<file path="config.mk">
export PLATFORM = sky130hd
export DESIGN_NAME = pps_period_counter
export DESIGN_NICKNAME = d
export VERILOG_FILES = /design/src/rtl/pps_counter_pkg.sv /design/src/rtl/pps_sync_edge.sv /design/src/rtl/pps_period_counter.sv
export SDC_FILE = /design/constraint.sdc
export NUM_CORES = 1
export LEC_CHECK = 0
export ABC_AREA = 1
export ABC_CLOCK_PERIOD_IN_PS = 4300
export BUFFER_PORTS_ARGS = -buffer_cell sky130_fd_sc_hd__clkbuf_2
export CORE_ASPECT_RATIO = 1.2
export CORE_MARGIN = 5
export CORE_UTILIZATION = 50
export CTS_CLUSTER_DIAMETER = 200
export CTS_CLUSTER_SIZE = 25
export DETAILED_ROUTE_END_ITERATION = 8
export PLACE_DENSITY = 0.75
export SETUP_SLACK_MARGIN = 0.02
export SYNTH_ARGS = -nofsm -noshare
export SYNTH_HDL_FRONTEND = slang
export SYNTH_HIERARCHICAL = 1
export SYNTH_SLANG_ARGS = --single-unit
</file>
<file path="constraint.sdc">
create_clock -name CLOCK_10M -period 4.3 [get_ports CLOCK_10M]
set_clock_uncertainty 0.05 [all_clocks]
set_input_delay 0.215 -clock CLOCK_10M [delete_from_list [all_inputs] [get_ports CLOCK_10M]]
set_output_delay 0.215 -clock CLOCK_10M [all_outputs]
set_load 0.05 [all_outputs]
</file>
<file path="src/rtl/pps_counter_pkg.sv">
`default_nettype none
// ============================================================================
// Package     : pps_counter_pkg
// Description : Shared constants for the GPS 1PPS period counter: FSM state
//               encoding, default timing parameters and a tolerance helper.
// Revision    : 1.0 - initial release
// ============================================================================
package pps_counter_pkg;

    // Measurement FSM state encoding
    localparam int         c_STATE_W    = 2;
    localparam logic [1:0] c_ST_IDLE    = 2'd0;
    localparam logic [1:0] c_ST_ARM     = 2'd1;
    localparam logic [1:0] c_ST_MEASURE = 2'd2;

    // Output widths
    localparam int c_CNT_W = 32;
    localparam int c_ERR_W = 24;

    // Default timing for a 10 MHz reference against a 1 Hz PPS
    localparam int c_NOMINAL_DEFAULT    = 10_000_000;
    localparam int c_MIN_PERIOD_DEFAULT = 9_500_000;
    localparam int c_TIMEOUT_DEFAULT    = 10_500_000;
    localparam int c_TOL_DEFAULT        = 100;
    localparam int c_GOOD_N_DEFAULT     = 4;

    // True when a signed period error lies within +/- tol
    function automatic logic f_within_tol(input logic signed [31:0] err, input int tol);
        return (err <= tol) && (err >= -tol);
    endfunction

endpackage
`default_nettype wire

</file>
<file path="src/rtl/pps_sync_edge.sv">
`default_nettype none
// ============================================================================
// Module      : pps_sync_edge
// Description : Two-flop synchronizer plus registered rising-edge detector for
//               the raw GPS 1PPS pin. EDGE is a one-cycle pulse that appears
//               three clocks after the pin rises.
// Revision    : 1.0 - initial release
// ============================================================================
module pps_sync_edge (
    input  logic CLOCK_10M,
    input  logic RESET,
    input  logic ASYNC_IN,
    output logic EDGE
);

    logic       r_sync1;
    logic       r_sync2;
    logic       r_prev;
    logic [1:0] r_warm;
    logic       r_edge;

    // Synchronize the pin and flag a 0->1 transition. r_prev is held high
    // until the synchronizer holds real pin samples, so a pin that is already
    // high when reset releases never looks like a fresh rising edge.
    always_ff @(posedge CLOCK_10M or posedge RESET) begin
        if (RESET) begin
            r_sync1 <= 1'b0;
            r_sync2 <= 1'b0;
            r_prev  <= 1'b1;
            r_warm  <= 2'b00;
            r_edge  <= 1'b0;
        end else begin
            r_sync1 <= ASYNC_IN;
            r_sync2 <= r_sync1;
            r_warm  <= {r_warm[0], 1'b1};
            r_prev  <= r_warm[1] ? r_sync2 : 1'b1;
            r_edge  <= r_sync2 & ~r_prev;
        end
    end

    assign EDGE = r_edge;

endmodule
`default_nettype wire

</file>
<file path="src/rtl/pps_period_counter.sv">
`default_nettype none
// ============================================================================
// Module      : pps_period_counter
// Description : Measures the GPS 1PPS period in CLOCK_10M cycles, reports the
//               signed deviation from nominal, rejects glitch edges, detects
//               loss of PPS and declares lock after a run of good periods.
// Revision    : 1.0 - initial release
// ============================================================================
module pps_period_counter
    import pps_counter_pkg::*;
#(
    parameter int NOMINAL    = c_NOMINAL_DEFAULT,
    parameter int MIN_PERIOD = c_MIN_PERIOD_DEFAULT,
    parameter int TIMEOUT    = c_TIMEOUT_DEFAULT,
    parameter int TOL        = c_TOL_DEFAULT,
    parameter int GOOD_N     = c_GOOD_N_DEFAULT
) (
    input  logic               CLOCK_10M,
    input  logic               RESET,
    input  logic               GPS_PPS,
    input  logic               GPS_LOCK,
    output logic [c_CNT_W-1:0] COUNT,
    output logic [c_ERR_W-1:0] ERROR,
    output logic               VALID,
    output logic               LOCKED,
    output logic               PPS_LOST
);

    localparam logic [c_CNT_W-1:0] c_NOMINAL    = c_CNT_W'(NOMINAL);
    localparam logic [c_CNT_W-1:0] c_MIN_PERIOD = c_CNT_W'(MIN_PERIOD);
    localparam logic [c_CNT_W-1:0] c_TIMEOUT    = c_CNT_W'(TIMEOUT);
    localparam int                 c_GOOD_W     = $clog2(GOOD_N + 1);
    localparam logic [c_GOOD_W-1:0] c_GOOD_N    = c_GOOD_W'(GOOD_N);

    logic                        w_edge;
    logic [c_STATE_W-1:0]        r_state;
    logic [c_STATE_W-1:0]        w_state_next;
    logic [c_CNT_W-1:0]          r_cnt;
    logic [c_CNT_W-1:0]          w_meas;
    logic signed [c_CNT_W-1:0]   w_err32;
    logic                        w_good_period;
    logic                        w_accept;
    logic                        w_glitch;
    logic                        w_timeout;
    logic [c_GOOD_W-1:0]         r_good;
    logic [c_GOOD_W-1:0]         w_good_inc;
    logic [c_CNT_W-1:0]          r_count;
    logic [c_ERR_W-1:0]          r_error;
    logic                        r_valid;
    logic                        r_locked;
    logic                        r_pps_lost;

    pps_sync_edge u_sync_edge (
        .CLOCK_10M (CLOCK_10M),
        .RESET     (RESET),
        .ASYNC_IN  (GPS_PPS),
        .EDGE      (w_edge)
    );

    // The edge cycle itself counts toward the period, hence the +1
    assign w_meas        = r_cnt + 1'b1;
    assign w_err32       = $signed(w_meas - c_NOMINAL);
    assign w_good_period = f_within_tol(w_err32, TOL);
    assign w_good_inc    = (r_good >= c_GOOD_N) ? c_GOOD_N : r_good + 1'b1;

    // FSM state register
    always_ff @(posedge CLOCK_10M or posedge RESET) begin
        if (RESET) begin
            r_state <= c_ST_IDLE;
        end else begin
            r_state <= w_state_next;
        end
    end

    // Next-state and per-edge classification; an edge landing on the timeout
    // cycle is accepted because the accept branch is tested first
    always_comb begin
        w_state_next = r_state;
        w_accept     = 1'b0;
        w_glitch     = 1'b0;
        w_timeout    = 1'b0;
        if (!GPS_LOCK) begin
            w_state_next = c_ST_IDLE;
        end else begin
            case (r_state)
                c_ST_IDLE: begin
                    w_state_next = c_ST_ARM;
                end
                c_ST_ARM: begin
                    if (w_edge) begin
                        w_state_next = c_ST_MEASURE;
                    end
                end
                c_ST_MEASURE: begin
                    if (w_edge && (w_meas >= c_MIN_PERIOD) && (w_meas <= c_TIMEOUT)) begin
                        w_accept = 1'b1;
                    end else if (w_edge && (w_meas < c_MIN_PERIOD)) begin
                        w_glitch = 1'b1;
                    end else if (w_meas >= c_TIMEOUT) begin
                        w_timeout    = 1'b1;
                        w_state_next = c_ST_ARM;
                    end
                end
                default: begin
                    w_state_next = c_ST_IDLE;
                end
            endcase
        end
    end

    // Period counter: runs only while staying in MEASURE, restarts on accept
    always_ff @(posedge CLOCK_10M or posedge RESET) begin
        if (RESET) begin
            r_cnt <= '0;
        end else if ((r_state == c_ST_MEASURE) && (w_state_next == c_ST_MEASURE) && !w_accept) begin
            r_cnt <= w_meas;
        end else begin
            r_cnt <= '0;
        end
    end

    // Result registers and the VALID strobe for each accepted period
    always_ff @(posedge CLOCK_10M or posedge RESET) begin
        if (RESET) begin
            r_count <= '0;
            r_error <= '0;
            r_valid <= 1'b0;
        end else begin
            r_valid <= w_accept;
            if (w_accept) begin
                r_count <= w_meas;
                r_error <= w_err32[c_ERR_W-1:0];
            end
        end
    end

    // Lock qualification and loss-of-PPS tracking
    always_ff @(posedge CLOCK_10M or posedge RESET) begin
        if (RESET) begin
            r_good     <= '0;
            r_locked   <= 1'b0;
            r_pps_lost <= 1'b0;
        end else if (w_state_next == c_ST_IDLE) begin
            r_good   <= '0;
            r_locked <= 1'b0;
        end else if (w_accept) begin
            r_pps_lost <= 1'b0;
            if (w_good_period) begin
                r_good <= w_good_inc;
                if (w_good_inc == c_GOOD_N) begin
                    r_locked <= 1'b1;
                end
            end else begin
                r_good   <= '0;
                r_locked <= 1'b0;
            end
        end else if (w_glitch) begin
            r_good <= '0;
        end else if (w_timeout) begin
            r_good     <= '0;
            r_locked   <= 1'b0;
            r_pps_lost <= 1'b1;
        end
    end

    assign COUNT    = r_count;
    assign ERROR    = r_error;
    assign VALID    = r_valid;
    assign LOCKED   = r_locked;
    assign PPS_LOST = r_pps_lost;

endmodule
`default_nettype wire

</file>
Word-level counts from Yosys, hierarchy flattened
Cells that the tools add are included.
{"block": "op_classes", "mux": 35, "bitwise_logic": 3, "n_eq_ne": 7, "n_reduce_logical": 14, "mul": 0, "magnitude_cmp": 7, "add_sub_neg": 3, "shifts": 0, "div": 0}
{"cell": "$ge A32 B24 Y1 const B", "n": 2}
{"cell": "$add A32 B1 Y32 const B", "n": 1}
{"cell": "$ge A32 B8 Y1 const B", "n": 1}
{"cell": "$le A32 B24 Y1 const B", "n": 1}
{"cell": "$le A32 B8 Y1 const B", "n": 1}
{"cell": "$lt A32 B24 Y1 const B", "n": 1}
{"cell": "$mux W32", "n": 1}
{"cell": "$sub A32 B24 Y32 const B", "n": 1}
{"cell": "$mux W1", "n": 22}
{"cell": "$mux W3", "n": 6}
{"cell": "$mux W2", "n": 5}
{"cell": "$logic_and A1 B1 Y1", "n": 6}
{"cell": "$pmux W2 S3", "n": 1}
{"cell": "$reduce_and A3 Y1", "n": 2}
{"cell": "$eq A2 B2 Y1 const B", "n": 2}
{"cell": "$logic_not A2 Y1", "n": 2}
{"cell": "$ne A4 B2 Y1 const B", "n": 1}
{"cell": "$reduce_bool A4 Y1", "n": 1}
{"cell": "$add A3 B1 Y3 const B", "n": 1}
{"cell": "$eq A3 B3 Y1 const B", "n": 1}
{"cell": "$ge A3 B3 Y1 const B", "n": 1}
{"cell": "$ne A3 B2 Y1 const B", "n": 1}
{"cell": "$reduce_bool A3 Y1", "n": 1}
{"cell": "$eq A2 B1 Y1 const B", "n": 1}
{"cell": "5 further kinds", "n": 6}
{"block": "word_totals", "elab_cells": 82, "n_memories": 0, "reg_bits": 102, "output_inout_bits": 59, "latch_bits": 0, "ramBits": 0, "rom_bits": 0}

Longest topological paths before layout
{"block": "logic_depth", "word_depth": 11, "mapped_depth": 28}

Cells and area by module
Netlist, hierarchy kept.
{"mod": "pps_period_counter", "area_per_inst_um2": 5914.4, "cells_per_inst": 884, "seq_area_each_um2": 2227.1, "instances": 1}
{"mod": "pps_sync_edge", "area_per_inst_um2": 172.7, "cells_per_inst": 11, "seq_area_each_um2": 151.4, "instances": 1}

Worst setup path after synthesis
OpenSTA, ideal clock, no wires.
{"block": "synth_timing", "path_kind": "reg2reg", "from": "register r_cnt[0]", "to": "register r_locked, in the netlist LOCKED", "t_required_ps": 4185, "path_stages_with_launch": 27, "setup_ps": 65, "t_arrival_ps": 2823, "path_slack_ps": 1362, "path_buffers": 0, "cell_sequence": "dfrtp_1 > ha_1 > inv_1 > nor2_4 > nand3_1 > nand2_1 > inv_1 > ha_1 > inv_1 > nand2_1 > nor2_1 > nand2_1 > nand2_1 > nand2_1 > nand2_1 > nand2_1 > nand2_1 > nand2_1 > nor2_1 > nand2_1 > nor2_1 > nand3_1 > nand2_1 > nand2_1 > nor2_1 > nand3_1 > nand2_1"}
{"block": "synth_via", "elab_chain_len": 10, "word_cells_on_any_way": 37}
{"item": "start, declared", "line_no": "pps_period_counter.sv:38", "source": "logic [c_CNT_W-1:0] r_cnt;"}
{"item": "start signal, assigned", "line_no": "pps_period_counter.sv:116", "source": "r_cnt <= w_meas;"}
{"item": "$add A32 B1 Y32 *", "line_no": "pps_period_counter.sv:61", "source": "assign w_meas = r_cnt + 1'b1;"}
{"item": "net w_meas[8]", "line_no": "pps_period_counter.sv:39", "source": "logic [c_CNT_W-1:0] w_meas;"}
{"item": "branches (longest 9 deep; another with $sub A32 B24 Y32)"}
{"item": "end signal, assigned", "line_no": "pps_period_counter.sv:141", "source": "r_locked <= 1'b0;"}
{"item": "end signal, assigned", "line_no": "pps_period_counter.sv:145", "source": "r_locked <= 1'b0;"}
{"item": "end signal, assigned", "line_no": "pps_period_counter.sv:151", "source": "r_locked <= 1'b1;"}
{"item": "end, declared", "line_no": "pps_period_counter.sv:50", "source": "logic r_locked;"}
Mark *: on every way through the listed nets, which the timed path passes.
A chain may end at the register's enable or synchronous reset.

Worst setup path after layout
{"block": "layout_timing", "from": "register r_cnt[0]", "to": "register r_cnt[10]"}
{"block": "layout_via", "elab_chain_len": 11, "word_cells_on_any_way": 21}
{"item": "$add A32 B1 Y32 *", "line_no": "pps_period_counter.sv:61"}
{"item": "$ge A32 B24 Y1, or another cell as far along", "line_no": "pps_period_counter.sv:99", "source": "end else if (w_meas >= c_TIMEOUT) begin"}
{"item": "$mux W2, or another cell as far along", "line_no": "pps_period_counter.sv:99"}
{"item": "$mux W2 or $logic_and A1 B1 Y1 (tied branches)", "line_no": "pps_period_counter.sv:97, pps_period_counter.sv:95"}
{"item": "$mux W2", "line_no": "pps_period_counter.sv:95", "source": "if (w_edge && (w_meas >= c_MIN_PERIOD) && (w_meas <= c_TIMEOUT)) begin"}
{"item": "$pmux W2 S3", "line_no": "pps_period_counter.sv:85", "source": "case (r_state)"}
{"item": "$mux W2", "line_no": "pps_period_counter.sv:82", "source": "if (!GPS_LOCK) begin"}
{"item": "$eq A2 B2 Y1", "line_no": "pps_period_counter.sv:115", "source": "end else if ((r_state == c_ST_MEASURE) && (w_state_next == c_ST_MEASURE) && !w_accept) begin"}
{"item": "$logic_and A1 B1 Y1 (2 in series)", "line_no": "pps_period_counter.sv:115"}
{"item": "$mux W32 *", "line_no": "pps_period_counter.sv:115"}
Every way passes the cells marked *; elsewhere a longest branch is shown, timed or not.

==> results by group <==
Outcome
  – Status: finished, final reports clean

Finish
  – Commonest non-fill, non-tap cell in the layout: nand2_1
  – Finished Cell Area: 0.00681 mm2
  – Inserted Diodes: 0
  – Share of cells above drive strength 1: 0.168
  – FF/Latch Area: 0.00238 mm2
  – Area occupied by multi-input gates: 0.00315 mm2
  – Layout area overhead: 11.8%
  – Final nets: 969
  – Most frequent cells in the layout: nand2_1 (325), nor2_1 (111), inv_1 (100)
  – Fill cells: 1199

Timing
  – Period utilisation layout: 0.878
  – Final Hold Fails: 0
  – Final setup viols: 0
  – Final setup TNS: 0 ns
  – Clock period minus worst slack: 3.77 ns
  – Slew Limit Fails: 0
  – RSZ-0062 raised after global routing: false
  – Relative slew slack: 0.492
  – Fmax: 0.265 GHz
  – WHS: 0.191 ns
  – Slew @ Worst Pin: 0.762 ns

Clock network
  – CTS tree: built
  – CTS Buffer Depth: 2
  – Latest clock arrival within the worst-skew pair: 0.35 ns
  – CTS root buf: clkbuf_16
  – TritonCTS Buffers: 9
  – Num Clock Sinks: 95
  – H-tree depth: 3
  – Post-CTS Resized: 0
  – Clk pin slew, worst setup/hold paths: 0.07 ns
  – Hold-fix buffers, CTS: 2
  – Setup repair bufs after CTS: 0

Logic synthesis
  – Cell Area, Synth: 0.00609 mm2
  – Seq/Total Area, Yosys: 0.391
  – Number of synthesized register bits: 95
  – Mean post-synth cell area: 6.80 um2
  – YS warnings: 6
  – Synthesized instance count: 895
  – Synth cell types: 40

Global route
  – Antenna violations before repair: 0
  – Largest net degree at the start of global routing: 68
  – Grt total ovfl: 0
  – Vias in the first global route: 5380
  – First-pass GRT wire length: 25700 um
  – GRT Overall Usage: 0.221

Critical path
  – R2R depth: 17
  – Startpoint types: flip-flop
  – Data arrival, critical path: 3.99 ns
  – Worst Path Class, Setup: reg2reg
  – Max Fanout on Critical Path: 24
  – Critical path required time: 4.52 ns
  – FF-to-FF setup slack: 0.53 ns
  – End of the worst register-to-register path: r_cnt[10]
  – Critical R2R Launch: r_cnt[0]
  – Kind of end point of the critical path: flip-flop

Detailed routing
  – WL met2: 7500 um
  – Vias per cell: 5.09
  – Overall via count from detail_route: 5730
  – Met1 wire length: 6510 um
  – Routed wl met3: 853 um
  – Drt first pass iters: 5
  – Highest routed metal layer: met4
  – DRT iter0 DRCs: 433
  – DRC violations left: 0
  – Total wire length: 15600 um
  – Average routed wire per standard cell: 13.9 um
  – Final ANT Viol Nets: 0

Pwr
  – Net Switching: 0.000450 W
  – Logic gate share of total power: 0.039
  – Int Power: 0.00133 W
  – Leakage: 3.60 nW
  – Seq pwr share: 0.510
  – Overall Power: 0.00178 W
  – Clk pwr share: 0.451
  – Pwr per Cell Area: 262 mW/mm2
  – VDD IR max: 0.166 mV
  – Switching fraction of total power: 0.253

Min path
  – WHS Path Cells: 5
  – HP Start: GPS_LOCK
  – Min-delay worst type: in2reg
  – Worst Hold End: LOCKED

Job
  – Max-cap violations: 0

Floorplanning
  – Die height: 131 um
  – Die area: 0.0145 mm2
  – Initial Util: 0.507
  – Core Area: 0.0120 mm2
  – Die Width: 111 um
  – FP Rows: 44
  – Io pins: 63

Placement
  – Count of input and output buffers: 62
  – Gpl congestion: 1.01
  – Hpwl dp: 12000 um
  – Placed cell areas: 0.00649 mm2
## through the flow
step | cells | util | setup slack, ns
CTS | 1125 | 0.567 | 0.588
finish | 1125 | 0.567 | 0.527
global route | 1125 | 0.567 | 0.0753
global placement | 1107 | 0.540 | 0.690
detailed placement | 1107 | 0.540 | 0.604
floorplan | 902 | - | 1.36
## worst max path at each step
| stage | startpoint | end | slack (ns) | depth (start not counted) |
|---|---|---|---|---|
| 3_3_place_gp | r_cnt[0] | r_cnt[8] | 0.69 | 17 |
| 3_5_place_dp | r_cnt[0] | r_cnt[6] | 0.60 | 17 |
| 6_report | r_cnt[0] | r_cnt[10] | 0.53 | 17 |
| 4_1_cts | r_cnt[0] | r_cnt[6] | 0.59 | 17 |
| 2_1_floorplan | r_cnt[0] | LOCKED | 1.36 | 26 |
| 5_1_grt | r_cnt[0] | r_cnt[16] | 0.08 | 17 |
## critical path, cell delays in order (launching register included)
cell and delay [ns]:
dfrtp_1 0.52, ha_1 0.26, inv_1 0.11, nor2_4 0.20, nand2_2 0.12, o21ai_1 0.14
nand2_1 0.15, nor2_2 0.17, nand2_2 0.12, nor2_1 0.16, inv_1 0.05, o21ai_0 0.27
nand3_1 0.21, nand3_2 0.16, nor2_4 0.09, inv_2 0.20, nand4_4 0.47, nor2_2 0.23
## Yosys cell counts (all sizes together)
cell type	instances	area, um2
a21boi	1	7.51
a21o	1	7.51
a21oi	8	43.8
a31oi	1	6.26
buf	19	164
clkbuf	1	3.75
clkinv	1	5.00
conb	2	7.51
dfrtp	94	2350
dfstp	1	26.3
ha	6	75.1
inv	109	409
nand2	344	1340
nand3	70	365
nand3b	7	52.6
nand4	18	128
nor2	145	678
nor3	10	50.1
nor3b	1	7.51
nor4	1	6.26
o2111ai	1	8.76
o21ai	46	268
o21bai	1	7.51
or2	2	12.5
xnor2	3	33.8
xor2	2	17.5
## metal layers
layer  up-vias  global-route usage
li1       2901                   -
met5         -                   0
met1      2606               0.261
met4         0               0.130
met2       166               0.383
met3        57              0.0387
## cell families after synthesis
kind of cell             synth area share
other                             0.00123
flip-flops                          0.391
XOR/XNOR                          0.00843
adder cells (fa/ha/maj)            0.0123
AND/OR/NAND/NOR                     0.434
buffers and inverters              0.0956
AO/OA/AOI/OAI                      0.0574
## flip-flops by register name (all words and copies together), names as in the netlist
signal,flops
COUNT,32
PPS_LOST,1
u_sync_edge/r_sync2,1
LOCKED,1
ERROR,17
r_state,2
r_good,3
u_sync_edge/EDGE,1
u_sync_edge/r_prev,1
VALID,1
r_cnt,32
u_sync_edge/r_sync1,1
u_sync_edge/r_warm,2
## final cells by class
cell class	instances	share of cell area
clock buffer	9	0.0331
clock inverter	7	0.0108
inverter	110	0.0610
multi-input combinational	677	0.463
sequential	95	0.350
tap	161	0.0296
timing repair buffer	66	0.0526
## power by group through the flow
stage	Sequential, W	Combinational [W]	Clock, W
finish	0.000909	0.0000700	0.000802
global route	0.000909	0.0000810	0.000851
CTS	0.000908	0.0000714	0.000821
detailed placement	0.000926	0.0000698	0
global placement	0.000926	0.0000698	0
floorplan	0.000931	0.0000459	0
No activity file was read; power rests on OpenSTA's default activity.
